==> src/rtl/lcd_pkg.sv <==
// Shared definitions for the HD44780 4-bit LCD front end: FSM states,
// init sequence, command bytes and 27 MHz timing.
package lcd_pkg;

  typedef enum logic [2:0] {
    PWRUP,
    ISSUE,
    WAIT_HI,
    WAIT_LO,
    IDLE
  } state_t;

  localparam int unsigned CLK_HZ      = 27_000_000;
  localparam int unsigned PWRUP_CYCLES = (CLK_HZ / 1000) * 20;

  localparam int unsigned INIT_LEN = 6;

  localparam logic [7:0] CMD_CLEAR    = 8'h01;
  localparam logic [7:0] CMD_HOME     = 8'h02;
  localparam logic [7:0] CMD_DDRAM_L0 = 8'h80;
  localparam logic [7:0] CMD_DDRAM_L1 = 8'hC0;

  function automatic logic [7:0] init_rom_byte(input logic [2:0] idx);
    case (idx)
      3'd0:    return 8'h33;
      3'd1:    return 8'h32;
      3'd2:    return 8'h28;
      3'd3:    return 8'h0C;
      3'd4:    return 8'h06;
      3'd5:    return 8'h01;
      default: return 8'h00;
    endcase
  endfunction

endpackage

==> src/rtl/lcd_init_rom.sv <==
// Combinational lookup of the HD44780 power-up command sequence.
module lcd_init_rom
  import lcd_pkg::*;
(
  input  logic [2:0] idx,
  output logic [7:0] data
);

  always_comb begin
    data = init_rom_byte(idx);
  end

endmodule

==> src/rtl/lcd_sequencer.sv <==
// LCD front-end controller: power-up init, host character/command port,
// cursor tracking with automatic DDRAM re-addressing on line wrap.
module lcd_sequencer
  import lcd_pkg::*;
#(
  parameter int unsigned PwrUpDly   = PWRUP_CYCLES,
  parameter int unsigned AckTimeout = 4,
  parameter int unsigned NumCols    = 16
) (
  input  logic       Clk,
  input  logic       Reset,
  input  logic       Busy,
  input  logic       Host_valid,
  input  logic       Host_rs,
  input  logic [7:0] Host_data,
  output logic       Host_ready,
  output logic       Strb,
  output logic [7:0] Lcd_data,
  output logic       Lcd_rs,
  output logic       Init_done,
  output logic [3:0] Col,
  output logic       Line
);

  localparam int unsigned DW = (PwrUpDly > 1) ? $clog2(PwrUpDly) : 1;
  localparam int unsigned AW = (AckTimeout > 1) ? $clog2(AckTimeout) : 1;
  localparam logic [DW-1:0] DLY_LAST = DW'(PwrUpDly - 1);
  localparam logic [AW-1:0] ACK_LAST = AW'(AckTimeout - 1);
  localparam logic [3:0]    COL_LAST = 4'(NumCols - 1);
  localparam logic [2:0]    IDX_LAST = 3'(INIT_LEN - 1);

  state_t        state_q, state_d;
  logic [DW-1:0] dly_q, dly_d;
  logic [AW-1:0] ack_q, ack_d;
  logic [2:0]    idx_q, idx_d;
  logic          init_done_q, init_done_d;
  logic          wrap_q, wrap_d;
  logic [3:0]    col_q, col_d;
  logic          line_q, line_d;
  logic [7:0]    data_q, data_d;
  logic          rs_q, rs_d;
  logic          strb;

  logic [2:0] rom_idx;
  logic [7:0] rom_data;

  // ROM is addressed with the entry about to be loaded, derived from flops only.
  assign rom_idx = (state_q == WAIT_LO) ? idx_q + 3'd1 : 3'd0;

  lcd_init_rom u_rom (
    .idx  (rom_idx),
    .data (rom_data)
  );

  always_comb begin
    state_d     = state_q;
    dly_d       = dly_q;
    ack_d       = ack_q;
    idx_d       = idx_q;
    init_done_d = init_done_q;
    wrap_d      = wrap_q;
    col_d       = col_q;
    line_d      = line_q;
    data_d      = data_q;
    rs_d        = rs_q;
    strb        = 1'b0;

    case (state_q)
      PWRUP: begin
        dly_d = dly_q + DW'(1);
        if (dly_q == DLY_LAST) begin
          dly_d   = '0;
          idx_d   = '0;
          data_d  = rom_data;
          rs_d    = 1'b0;
          state_d = ISSUE;
        end
      end

      ISSUE: begin
        strb    = 1'b1;
        ack_d   = '0;
        state_d = WAIT_HI;
      end

      WAIT_HI: begin
        if (Busy) begin
          state_d = WAIT_LO;
        end else begin
          // The strobe cycle counts toward the timeout, so re-strobes land
          // exactly AckTimeout cycles apart.
          ack_d = ack_q + AW'(1);
          if (ack_d == ACK_LAST) state_d = ISSUE;
        end
      end

      WAIT_LO: begin
        if (!Busy) begin
          if (!init_done_q) begin
            if (idx_q == IDX_LAST) begin
              init_done_d = 1'b1;
              col_d       = '0;
              line_d      = 1'b0;
              state_d     = IDLE;
            end else begin
              idx_d   = idx_q + 3'd1;
              data_d  = rom_data;
              rs_d    = 1'b0;
              state_d = ISSUE;
            end
          end else if (wrap_q) begin
            wrap_d  = 1'b0;
            state_d = IDLE;
          end else if (rs_q) begin
            if (col_q == COL_LAST) begin
              col_d   = '0;
              line_d  = ~line_q;
              wrap_d  = 1'b1;
              data_d  = line_q ? CMD_DDRAM_L0 : CMD_DDRAM_L1;
              rs_d    = 1'b0;
              state_d = ISSUE;
            end else begin
              col_d   = col_q + 4'd1;
              state_d = IDLE;
            end
          end else begin
            if (data_q == CMD_CLEAR || data_q == CMD_HOME) begin
              col_d  = '0;
              line_d = 1'b0;
            end else if (data_q[7]) begin
              line_d = data_q[6];
              col_d  = data_q[3:0];
            end
            state_d = IDLE;
          end
        end
      end

      IDLE: begin
        if (Host_valid) begin
          data_d  = Host_data;
          rs_d    = Host_rs;
          state_d = ISSUE;
        end
      end

      default: state_d = PWRUP;
    endcase
  end

  always_ff @(posedge Clk or posedge Reset) begin
    if (Reset) begin
      state_q     <= PWRUP;
      dly_q       <= '0;
      ack_q       <= '0;
      idx_q       <= '0;
      init_done_q <= 1'b0;
      wrap_q      <= 1'b0;
      col_q       <= '0;
      line_q      <= 1'b0;
      data_q      <= '0;
      rs_q        <= 1'b0;
    end else begin
      state_q     <= state_d;
      dly_q       <= dly_d;
      ack_q       <= ack_d;
      idx_q       <= idx_d;
      init_done_q <= init_done_d;
      wrap_q      <= wrap_d;
      col_q       <= col_d;
      line_q      <= line_d;
      data_q      <= data_d;
      rs_q        <= rs_d;
    end
  end

  assign Strb       = strb;
  assign Host_ready = (state_q == IDLE);
  assign Lcd_data   = data_q;
  assign Lcd_rs     = rs_q;
  assign Init_done  = init_done_q;
  assign Col        = col_q;
  assign Line       = line_q;

endmodule

==> config.mk <==
export PLATFORM = sky130hd
export DESIGN_NAME = lcd_sequencer
export DESIGN_NICKNAME = d
export VERILOG_FILES = /design/src/rtl/lcd_pkg.sv /design/src/rtl/lcd_init_rom.sv /design/src/rtl/lcd_sequencer.sv
export SDC_FILE = /design/constraint.sdc
export NUM_CORES = 1
export LEC_CHECK = 0
export ABC_AREA = 0
export CORE_MARGIN = 4
export CORE_UTILIZATION = 60
export DETAILED_ROUTE_END_ITERATION = 7
export HOLD_SLACK_MARGIN = 0.03
export PLACE_DENSITY = 0.85
export SYNTH_ARGS = -nofsm -noshare
export SYNTH_HDL_FRONTEND = slang
export SYNTH_SLANG_ARGS = --single-unit
==> constraint.sdc <==
create_clock -name Clk -period 7.1 [get_ports Clk]
set_clock_uncertainty 0.1 [all_clocks]
set_input_delay 1.42 -clock Clk [delete_from_list [all_inputs] [get_ports Clk]]
set_output_delay 1.42 -clock Clk [all_outputs]
set_load 0.02 [all_outputs]
### Word-level counts from Yosys, hierarchy flattened

Index checks and enable logic that the tools add are counted.

* flip-flop bits (word level): 44
* bits in latches: 0
* memory bits (writable): 0
* memory bits (read-only): 0
* bits of input ports: 13
* output and inout port bits: 17
* logic and storage cells: 121
* memories kept: 0

* add/subtract/negate cells: 4
* multipliers: 0
* div/mod/pow operators: 0
* order comparisons: 0
* equal/unequal tests: 29
* shift-type cells: 0
* multiplexer cells: 60
* bitwise operators: 2
* reduce and logical (&&, ||, !) cells: 16

Operator list (number)
* $mux 8: 8
* $mux 3: 15
* $pmux 6 s6: 1
* $mux 4: 7
* $pmux 8 s3: 1
* $mux 1: 21
* $add 20x1->20 const B: 1
* $eq 20x20->1 const B: 1
* $mux 20: 1
* $pmux 3 s5: 1
* $ne 2x2->1 const B: 7
* $eq 3x2->1 const B: 4
* $eq 3x3->1 const B: 4
* $ne 3x3->1 const B: 4
* $reduce_and 6->1: 2
* $reduce_and 5->1: 2
* $eq 8x1->1 const B: 1
* $eq 8x2->1 const B: 1
* $reduce_and 8->1: 1
* $mux 7: 1
* $eq 3x1->1 const B: 2
* $logic_not 3->1: 2
* $ne 3x2->1 const B: 2
* $pmux 3 s2: 1
* 16 further kinds: 20

### Logic depth before layout (Yosys ltp)

Gate-level depths: netlist of the first run.

* depth in word-level cells: 8
* depth in mapped cells: 7
* gate-level depth less buffers: 7

### Modules after synthesis

From an unflattened synthesis of the first run, not the netlist that was laid out.

* cell total of the unflattened synthesis: 276
* area, all modules: 2517.4 sq um

By module, submodules not included
* lcd_sequencer: instances 1, cells each 264, area an instance 2447.3 sq um, seq. area each 1101.1 sq um
* lcd_init_rom: instances 1, cells each 12, area an instance 70.1 sq um, seq. area each 0.0 sq um

### Worst setup path before layout of the first run

OpenSTA, ideal clock, no wires.

* path kind: reg-to-output
* start: register state_q[0]
* end: output port Strb
* arrival: 1.208 ns
* required time: 5.580 ns
* setup slack: 4.372 ns
* cell stages (with the launch flop): 3
* path buffers: 1
* cell sequence: dfrtp_1 clkbuf_1 nor3b_1

* longest elaborated chain between the ends: 2

RTL lines
* start: declaration: line lcd_sequencer.sv:32 `state_t state_q, state_d;`
* start signal: assignment: line lcd_sequencer.sv:164 `state_q <= state_d;`
* $eq 3x1->1: line lcd_sequencer.sv:68 `case (state_q)`
* $mux 1: line lcd_sequencer.sv:68
* end: declaration: line lcd_sequencer.sv:17 `output logic Strb,`

Every way passes these cells.

### Worst setup path in the final report of the first run

* start: register state_q[0]
* end: output port Host_ready

* longest elaborated chain between the ends: 1

RTL lines
* $eq 3x3->1: line lcd_sequencer.sv:178 `assign Host_ready = (state_q == IDLE);`
* end: declaration: line lcd_sequencer.sv:16 `output logic Host_ready,`

Every way passes these cells.

==> results of run 1 <==
## report_power, final
| group | leakage (nW) | switching [W] | internal, W |
|---|---|---|---|
| Clock | 0.0548 | 0.0000947 | 0.000106 |
| Combinational | 0.670 | 0.000267 | 0.000239 |
| Sequential | 0.577 | 0.0000923 | 0.000309 |
## path summary, 6_finish.rpt
check / start / cells after the start / end / slack, ns
setup / recovery: state_q[0] / 4 / Host_ready / 3.51
hold / removal: ack_q[0] / 2 / ack_q[0] / 0.40
setup reg to reg: dly_q[7] / 5 / idx_q[1] / 4.52
hold reg to reg: ack_q[0] / 2 / ack_q[0] / 0.40
max in group asynchronous: Reset / 3 / idx_q[2] / 5.08
min in group asynchronous: Reset / 3 / dly_q[14] / 1.44
## state kept, by name, indices dropped and copies added, names as in the netlist, 2 cells and up
| register | flops |
|---|---|
| idx_q | 3 |
| dly_q | 20 |
| Col | 4 |
| Lcd_data | 8 |
| state_q | 3 |
| ack_q | 2 |
## metrics by stage
stage / utilization (%) / hold WS [ns] / cell area, µm² / cells
2_1_floorplan: - / 0.352 / 2510 / 267
3_3_place_gp: 70.7 / 0.381 / 2850 / 340
3_5_place_dp: 70.7 / 0.376 / 2850 / 340
4_1_cts: 73.5 / 0.396 / 2960 / 348
5_1_grt: 73.5 / 0.424 / 2960 / 348
6_report: 73.5 / 0.396 / 2960 / 348
## logic make-up (layout without fill, tap and decap cells)
logic type | Yosys count | after routing
AND/OR/NAND/NOR | 112 | 112
multiplexers | 12 | 12
flip-flops | 44 | 44
buffers and inverters | 21 | 52
AO/OA/AOI/OAI | 52 | 52
XOR/XNOR | 21 | 21
adder cells (fa/ha/maj) | 5 | 5
## cells in the final DEF, fill, tap and decap left out, drive strengths merged, types with 2 or more instances in the layout
cell type      synthesis  layout
ha                     5       5
nor2                  31      31
buf                    0       2
nor3                  11      11
and3                   5       5
o21a                   2       2
clkdlybuf4s50          0      29
nor3b                  2       2
dfrtp                 44      44
a211oi                 2       2
a21o                   2       2
o22ai                  3       3
o21ai                 19      19
a31oi                  4       4
xor2                   8       8
and3b                  3       3
nand4                  7       7
mux2                   7       7
a21oi                  5       5
nand3                 12      12
nand2                 26      26
nand2b                 3       3
clkbuf                 8       5
a22o                   2       2
mux2i                  5       5
nand3b                 2       2
inv                   13      13
xnor2                 13      13
a31o                   2       2
nor2b                  4       4
## cell type report
| cell class | instances | area [µm²] | share of cell area, % |
|---|---|---|---|
| multi-input cells | 202 | 1330 | 44.9 |
| clock inverters | 3 | 46.3 | 1.56 |
| clock buffers | 5 | 68.8 | 2.32 |
| flip-flops and latches | 44 | 1100 | 37.2 |
| inverters | 13 | 48.8 | 1.65 |
| well taps | 50 | 62.6 | 2.11 |
| repair buffers | 31 | 305 | 10.3 |
## worst min-delay path, stage by stage (launching register included)
cell and delay, ns:
dfrtp_1 0.35, nand2_1 0.05, o21ai_1 0.06
## per-layer routing
metal / up-vias / track usage (%) / share of wire (%)
met2: 58 / 40.5 / 52
li1: 1011 / - / -
met3: 14 / 5.37 / 4.3
met5: - / 0 / 0
met1: 967 / 27.7 / 42
met4: 0 / 10.2 / 2.3
==> run summary, run 1 <==
F_max - 278 MHz
YS warnings - 0
Fill cell count - 321
Post-synthesis cell type count - 52
Clock tree from TritonCTS - yes
Die W - 72.7 µm
Sequential fraction of the synthesis area - 43.9%
Via-per-instance ratio - 5.89
MaxCap Viol Count - 0
Yosys reg bits - 44
DP HPWL - 3960 µm
CP bufs+invs - 2
Leak Pwr - 1.30 nW
Post-synth top area share - 43.9%
Vias - 2,050
Syn nets - 285
Gr usage total - 23.4%
Total Power - 0.00111 W
Power Density - 374 nW/µm²
Number of global-route vias before repair - 2,091
Post-Synth Simple-Gate Area - 23.3%
Syn_area_per_cell - 9.40 µm²
Final hold violation count - 0
Startpoint types - flip-flop
# diodes - 0
Routed length per instance - 16.3 µm
Largest stage delay, worst path - 0.63 ns
Max_slew headroom - 51.2%
Synth Flop Type - dfrtp_1
Initial core utilization - 62.3%
Worst vdd ir - 0.185 mV
Slowest CP cell - clkdlybuf4s50_1
DRT Wirelength - 5670 µm
Antenna violations before repair - 0
Share of cells above drive strength 1 - 7.05%
Setup Fix Bufs, Post-CTS - 0
NumNets Final - 315
Outcome - complete, no violations
Largest family of logic cells by synthesized area - simple AND/OR/NAND/NOR gates
Clock Path Buffers - 2
Cells after Synth - 267
Tcrit/Tclk final - 50.6%
Clock slew at reported path FFs - 0.09 ns
Post-synthesis xor/xnor area fraction - 7.33%
Post-synthesis cell area - 2510 µm²
Fin. max-slew vios - 0
Root Driver - clkbuf_8
Yosys top cell by area - dfrtp_1
DR DRC count - 0
CP Data Arrival Time - 2.07 ns
Top-count cell post-synth - dfrtp_1
Worst skew pair latency - 0.31 ns
CTS resizes - 0
Die Footprint - 5280 µm²
CTS sink cnt - 44
1st-iter DRT viols - 168
Crit Path Category - flip-flop to primary output
Pre-CTS setup slack - 3.70 ns
Setup TNS - 0 ns
CP endpoint kind - primary output
Post-DRT Antenna Nets - 0
Cell family with most CP delay - buffers and inverters
RSZ-0062 raised after global routing - false
Async set or reset register ratio after synthesis - 100%
Multiplexer share of the synthesized area - 5.74%
Die outline height - 72.7 µm
Compound-cell area share of the yosys netlist - 14.1%
CTS Hold Bufs - 0
Top post-synthesis cells by count - dfrtp_1 (44), nor2_1 (30), nand2_1 (26)
Drt pass-1 iters - 4
Std cell rows - 23
Slew of the pin with the lowest slew margin - 0.726 ns
Adder-Cell Fraction of Synth Area - 2.49%
Ranking of synthesized cells by area - dfrtp_1 (44%), xnor2_1 (4.5%), nor2_1 (4.5%)
I/O pins - 30
TritonCTS buffer count - 5
H-tree lvl count - 2
Core ar. - 4030 µm²
Final Critical Period - 3.59 ns
Post-synth EDFFs - 0
Critical Path RT - 5.58 ns
Setup violators final - 0
Min-Delay Path Class - flip-flop to flip-flop
Largest net degree at the start of global routing - 45
First-pass GRT wire length - 9630 µm
GRT overflow - 0
GP Congestion - 0.832
Worst setup margin - 3.51 ns
Port Buffers - 29
P&R area growth vs syn - 18.1%
Worst-path maximum fanout - 15
Worst path cell trace - nor2_1, nand2_1, inv_2, clkdlybuf4s50_1
No activity file was read; power rests on OpenSTA's default activity.
==> inputs of run 2 (changes only) <==
CORE_UTILIZATION = 56   (was 60)
PLACE_DENSITY = 0.8   (was 0.85)
clock period = 3.4 ns   (was 7.1 ns; I/O delays follow)
==> run summary, run 2 (synthesis gave the netlist of run 1 again) <==
Total Power - 0.00230 W (+110%)
Vias - 2,113 (+3.1%)
Fin Hold WS - 0.391 ns (-0.00468 ns)
Max_slew headroom - 23.5% (-28 points)
1st-iter DRT viols - 103 (-39%)
Drt pass-1 iters - 4 (unchanged)
P&R area growth vs syn - 18.7%
F_max - 350 MHz
Crit Path Category - flip-flop to primary output
Die W - 74.9 µm (+3.1%)
Fin. max-slew vios - 0 (unchanged)
Critical Path RT - 2.62 ns (-2.96 ns)
Most common cell after layout, fill and taps aside - dfrtp_1
Setup Fix Bufs, Post-CTS - 0 (unchanged)
Setup violators final - 0 (unchanged)
CTS Hold Bufs - 0 (unchanged)
Die outline height - 74.9 µm (+3.1%)
Startpoint types - flip-flop
Initial core utilization - 57.6% (-4.7 points)
Antenna violations before repair - 0 (unchanged)
Final non-filler cell total - 351 (+0.86%)
Core ar. - 4350 µm² (+8.1%)
DP HPWL - 4040 µm (+2.1%)
GRT overflow - 0 (unchanged)
Root Driver - clkbuf_8
GP Congestion - 0.832 (about the same)
Worst-path maximum fanout - 15 (unchanged)
Number of global-route vias before repair - 2,039 (-2.5%)
# diodes - 0 (unchanged)
Tcrit/Tclk final - 84.1%
NumNets Final - 316 (+0.32%)
Worst skew pair latency - 0.30 ns (about the same)
RSZ-0062 raised after global routing - false
I/O pins - 30 (unchanged)
Outcome - complete, no violations
Post-DRT Antenna Nets - 0 (unchanged)
Gr usage total - 20.9% (-2.5 points)
Worst vdd ir - 0.401 mV (+120%)
Slew of the pin with the lowest slew margin - 1.14 ns (+0.414 ns)
Port Buffers - 29 (unchanged)
TritonCTS buffer count - 5 (unchanged)
Commonest non-fill, non-tap cells in the layout - dfrtp_1 (44), nor2_1 (30), clkdlybuf4s50_1 (29)
Final hold violation count - 0 (unchanged)
Critical R2R Launch - dly_q[7]
Fill cell count - 331 (+3.1%)
Clock tree from TritonCTS - yes
CTS sink cnt - 44 (unchanged)
Largest net degree at the start of global routing - 34 (-24%)
Leak Pwr - 1.31 nW (+0.89%)
Setup TNS - 0 ns (unchanged)
Routed length per instance - 15.4 µm (-5.6%)
Max reg flops - 20 (unchanged)
Clock slew at reported path FFs - 0.09 ns (about the same)
MaxCap Viol Count - 0 (unchanged)
Die Footprint - 5610 µm² (+6.3%)
Std cell rows - 24 (+4.3%)
CP endpoint kind - primary output
DR DRC count - 0 (unchanged)
Power Density - 773 nW/µm² (+110%)
Share of cells above drive strength 1 - 7.36% (+0.31 points)
H-tree lvl count - 2 (unchanged)
Critical Path Source - state_q[0]
Min-Delay Path Class - flip-flop to flip-flop
Largest reg by FF count - dly_q
First-pass GRT wire length - 8940 µm (-7.2%)
Hold_sp - ack_q[0]
Placed cell count - 343 (+0.88%)
Via-per-instance ratio - 6.02 (+2.2%)
DRT Wirelength - 5390 µm (-4.8%)
CTS resizes - 0 (unchanged)
Final Critical Period - 2.86 ns
Clock Path Buffers - 2 (unchanged)
CP Data Arrival Time - 2.08 ns (about the same)
==> run 2: worst paths after layout <==
check / end / slack [ns] / cells after the start
min in group asynchronous: dly_q[17] / 0.73 / 2
setup / recovery: Host_ready / 0.54 / 4
hold reg to reg: ack_q[0] / 0.39 / 2
hold / removal: ack_q[0] / 0.39 / 2
setup reg to reg: idx_q[1] / 0.82 / 5
max in group asynchronous: wrap_q / 1.78 / 3
==> run 2: routing by layer <==
layer	share of wire [%]	global-route usage [%]	vias up
met1	42	25.3	1027
li1	-	-	1011
met4	2.6	10.7	0
met2	50	34.6	61
met3	5.4	5.07	14
met5	0	0	-
==> run 2: critical path, stage by stage, from the launching register on <==
cell             delay [ns]
dfrtp_1                0.53
nor2_1                 0.22
nand2_1                0.22
inv_2                  0.18
clkdlybuf4s50_1        0.62
==> run 2: area by class of cell <==
type	count	area [µm²]	share of cell area, %
Multi-Input combinational cell	202	1330	44.6
Sequential cell	44	1100	37.0
Timing Repair Buffer	32	313	10.5
Clock buffer	6	82.6	2.77
Tap cell	52	65.1	2.18
Inverter	13	48.8	1.64
Clock inverter	2	38.8	1.30
==> run 2: per-stage QoR <==
| step | setup slack, ns | util, % | instance area (µm²) |
|---|---|---|---|
| 2_1_floorplan | 0.977 | - | 2510 |
| 3_3_place_gp | 0.791 | 65.6 | 2860 |
| 3_5_place_dp | 0.774 | 65.6 | 2860 |
| 4_1_cts | 0.530 | 68.4 | 2980 |
| 5_1_grt | 0.409 | 68.4 | 2980 |
| 6_report | 0.542 | 68.4 | 2980 |
==> run 2: power by group <==
group,leakage [nW],switching [W],total (W),internal (W)
logic,0.675,0.000557,0.00106,0.000503
clock network,0.0614,0.000180,0.000420,0.000240
registers,0.577,0.000174,0.000821,0.000647
==> inputs of run 3 (changes only) <==
clock period = 2.9 ns   (was 3.4 ns; I/O delays follow)
==> run summary, run 3 (synthesis gave the netlist of run 1 again) <==
Critical R2R Launch - dly_q[7]
Total Power - 0.00272 W (+18%)
Fin. max-slew vios - 0 (unchanged)
Routed length per instance - 15.2 µm (-1.2%)
Comb pwr share - 47.0% (+0.9 points)
Std cell rows - 24 (unchanged)
1st-iter DRT viols - 126 (+22%)
Worst skew pair latency - 0.31 ns (about the same)
Max_slew headroom - 51.1% (+28 points)
Hold Crit Endpoint - dly_q[16]
Gr usage total - 21.6% (+0.71 points)
Slew of the pin with the lowest slew margin - 0.728 ns (-0.412 ns)
Clock Path Buffers - 2 (unchanged)
FF-to-FF End - Lcd_data[3]
GRT overflow - 0 (unchanged)
Setup violators final - 0 (unchanged)
Via-per-instance ratio - 5.81 (-3.4%)
CTS sink cnt - 44 (unchanged)
Max reg flops - 20 (unchanged)
Root Driver - clkbuf_8
# diodes - 0 (unchanged)
WHS Path Cells - 1 (-1)
Setup Fix Bufs, Post-CTS - 0 (unchanged)
Clock tree from TritonCTS - yes
Clock slew at reported path FFs - 0.09 ns (about the same)
Setup TNS - 0 ns (unchanged)
Largest net degree at the start of global routing - 45 (+32%)
Most common cell after layout, fill and taps aside - dfrtp_1
CP Data Arrival Time - 2.02 ns (-0.06 ns)
Final Critical Period - 2.70 ns
Tcrit/Tclk final - 93.0%
Min-Delay Path Class - flip-flop to flip-flop
F_max - 371 MHz
DRT Wirelength - 5360 µm (-0.63%)
Worst path cell trace - nor2_2, nand2_1, inv_2, clkdlybuf4s50_1
Reg2reg setup slack - 0.39 ns (-0.43 ns)
CTS Hold Bufs - 0 (unchanged)
Power Density - 908 nW/µm² (+17%)
Worst reg2reg path depth - 5 (unchanged)
Slowest CP cell - clkdlybuf4s50_1
Worst vdd ir - 0.413 mV (+2.9%)
Die Footprint - 5610 µm² (unchanged)
CP endpoint kind - primary output
Clock power share - 18.2% (about the same)
Commonest non-fill, non-tap cells in the layout - dfrtp_1 (44), nor2_1 (29), clkdlybuf4s50_1 (29)
Die W - 74.9 µm (unchanged)
GP Congestion - 0.834 (+0.23%)
Drt pass-1 iters - 4 (unchanged)
Startpoint types - flip-flop
MaxCap Viol Count - 0 (unchanged)
NumNets Final - 318 (+0.63%)
Leak Pwr - 1.32 nW (+0.77%)
Part of the power in registers - 34.8% (-0.9 points)
Post-DRT Antenna Nets - 0 (unchanged)
Antenna violations before repair - 0 (unchanged)
Number of global-route vias before repair - 2,000 (-1.9%)
Worst-path maximum fanout - 11 (-4)
First-pass GRT wire length - 9230 µm (+3.3%)
Crit Path Category - flip-flop to primary output
DR DRC count - 0 (unchanged)
Final non-filler cell total - 353 (+0.57%)
Fill cell count - 362 (+9.4%)
CTS resizes - 0 (unchanged)
Final hold violation count - 0 (unchanged)
Critical Path RT - 2.22 ns (-0.40 ns)
I/O pins - 30 (unchanged)
Largest reg by FF count - dly_q
TritonCTS buffer count - 5 (unchanged)
Hold_sp - dly_q[16]
Largest stage delay, worst path - 0.62 ns (about the same)
Core ar. - 4350 µm² (unchanged)
Die outline height - 74.9 µm (unchanged)
RSZ-0062 raised after global routing - false
Psw - 0.00108 W (+18%)
Initial core utilization - 57.6% (unchanged)
DP HPWL - 3910 µm (-3.2%)
Vias - 2,052 (-2.9%)
Placed cell count - 345 (+0.58%)
Outcome - complete, no violations
P&R area growth vs syn - 19.4%
Port Buffers - 29 (unchanged)
Sw Share - 39.7% (+0.089 points)
Share of cells above drive strength 1 - 8.31% (+0.95 points)
H-tree lvl count - 2 (unchanged)
Design internal power - 0.00164 W (+18%)
[run 3: power groups by stage]
stage	combinational [W]	clock, W	sequential, W
detailed placement	0.00127	0	0.000954
CTS	0.00128	0.000508	0.000942
floorplan	0.000889	0	0.000966
global placement	0.00125	0	0.000943
global route	0.00143	0.000535	0.000979
finish	0.00128	0.000495	0.000946
[run 3: worst max-delay path: cells and delay by family, from the launching register on]
family | cells | cell delay (ns)
buf+inv | 2 | 0.79
flops | 1 | 0.51
simple gates | 2 | 0.40
[run 3: worst max path at each step]
stage / from / to / slack [ns] / cells after the start
2_1_floorplan: dly_q[7] / idx_q[1] / 0.48 / 5
3_3_place_gp: Busy / Lcd_data[0] / 0.40 / 5
3_5_place_dp: Busy / Lcd_data[6] / 0.35 / 5
4_1_cts: state_q[1] / Host_ready / 0.15 / 4
5_1_grt: state_q[1] / Host_ready / 0.07 / 4
6_report: state_q[1] / Host_ready / 0.20 / 4
[run 3: cell type report]
class	instances	area (µm²)	area share [%]
Clock inverter	2	38.8	1.29
Tap cell	52	65.1	2.17
Inverter	13	48.8	1.63
Sequential cell	44	1100	36.8
Multi-Input combinational cell	202	1330	44.4
Timing Repair Buffer	34	328	10.9
Clock buffer	6	82.6	2.76
[run 3: stage by stage]
step / instance area (µm²) / hold WS (ns) / utilization [%] / setup slack, ns
floorplan: 2510 / 0.352 / - / 0.477
global placement: 2870 / 0.373 / 65.9 / 0.396
detailed placement: 2870 / 0.386 / 65.9 / 0.351
CTS: 2990 / 0.399 / 68.7 / 0.149
global route: 3000 / 0.419 / 68.8 / 0.0669
finish: 3000 / 0.402 / 68.8 / 0.203
[run 3: metal layers]
metal	vias to the layer above	part of all wire, %	GRT usage (%)
li1	1018	-	-
met1	992	44	26.1
met2	31	50	36.9
met3	11	3.9	4.94
met4	0	2.1	9.09
met5	-	0	0
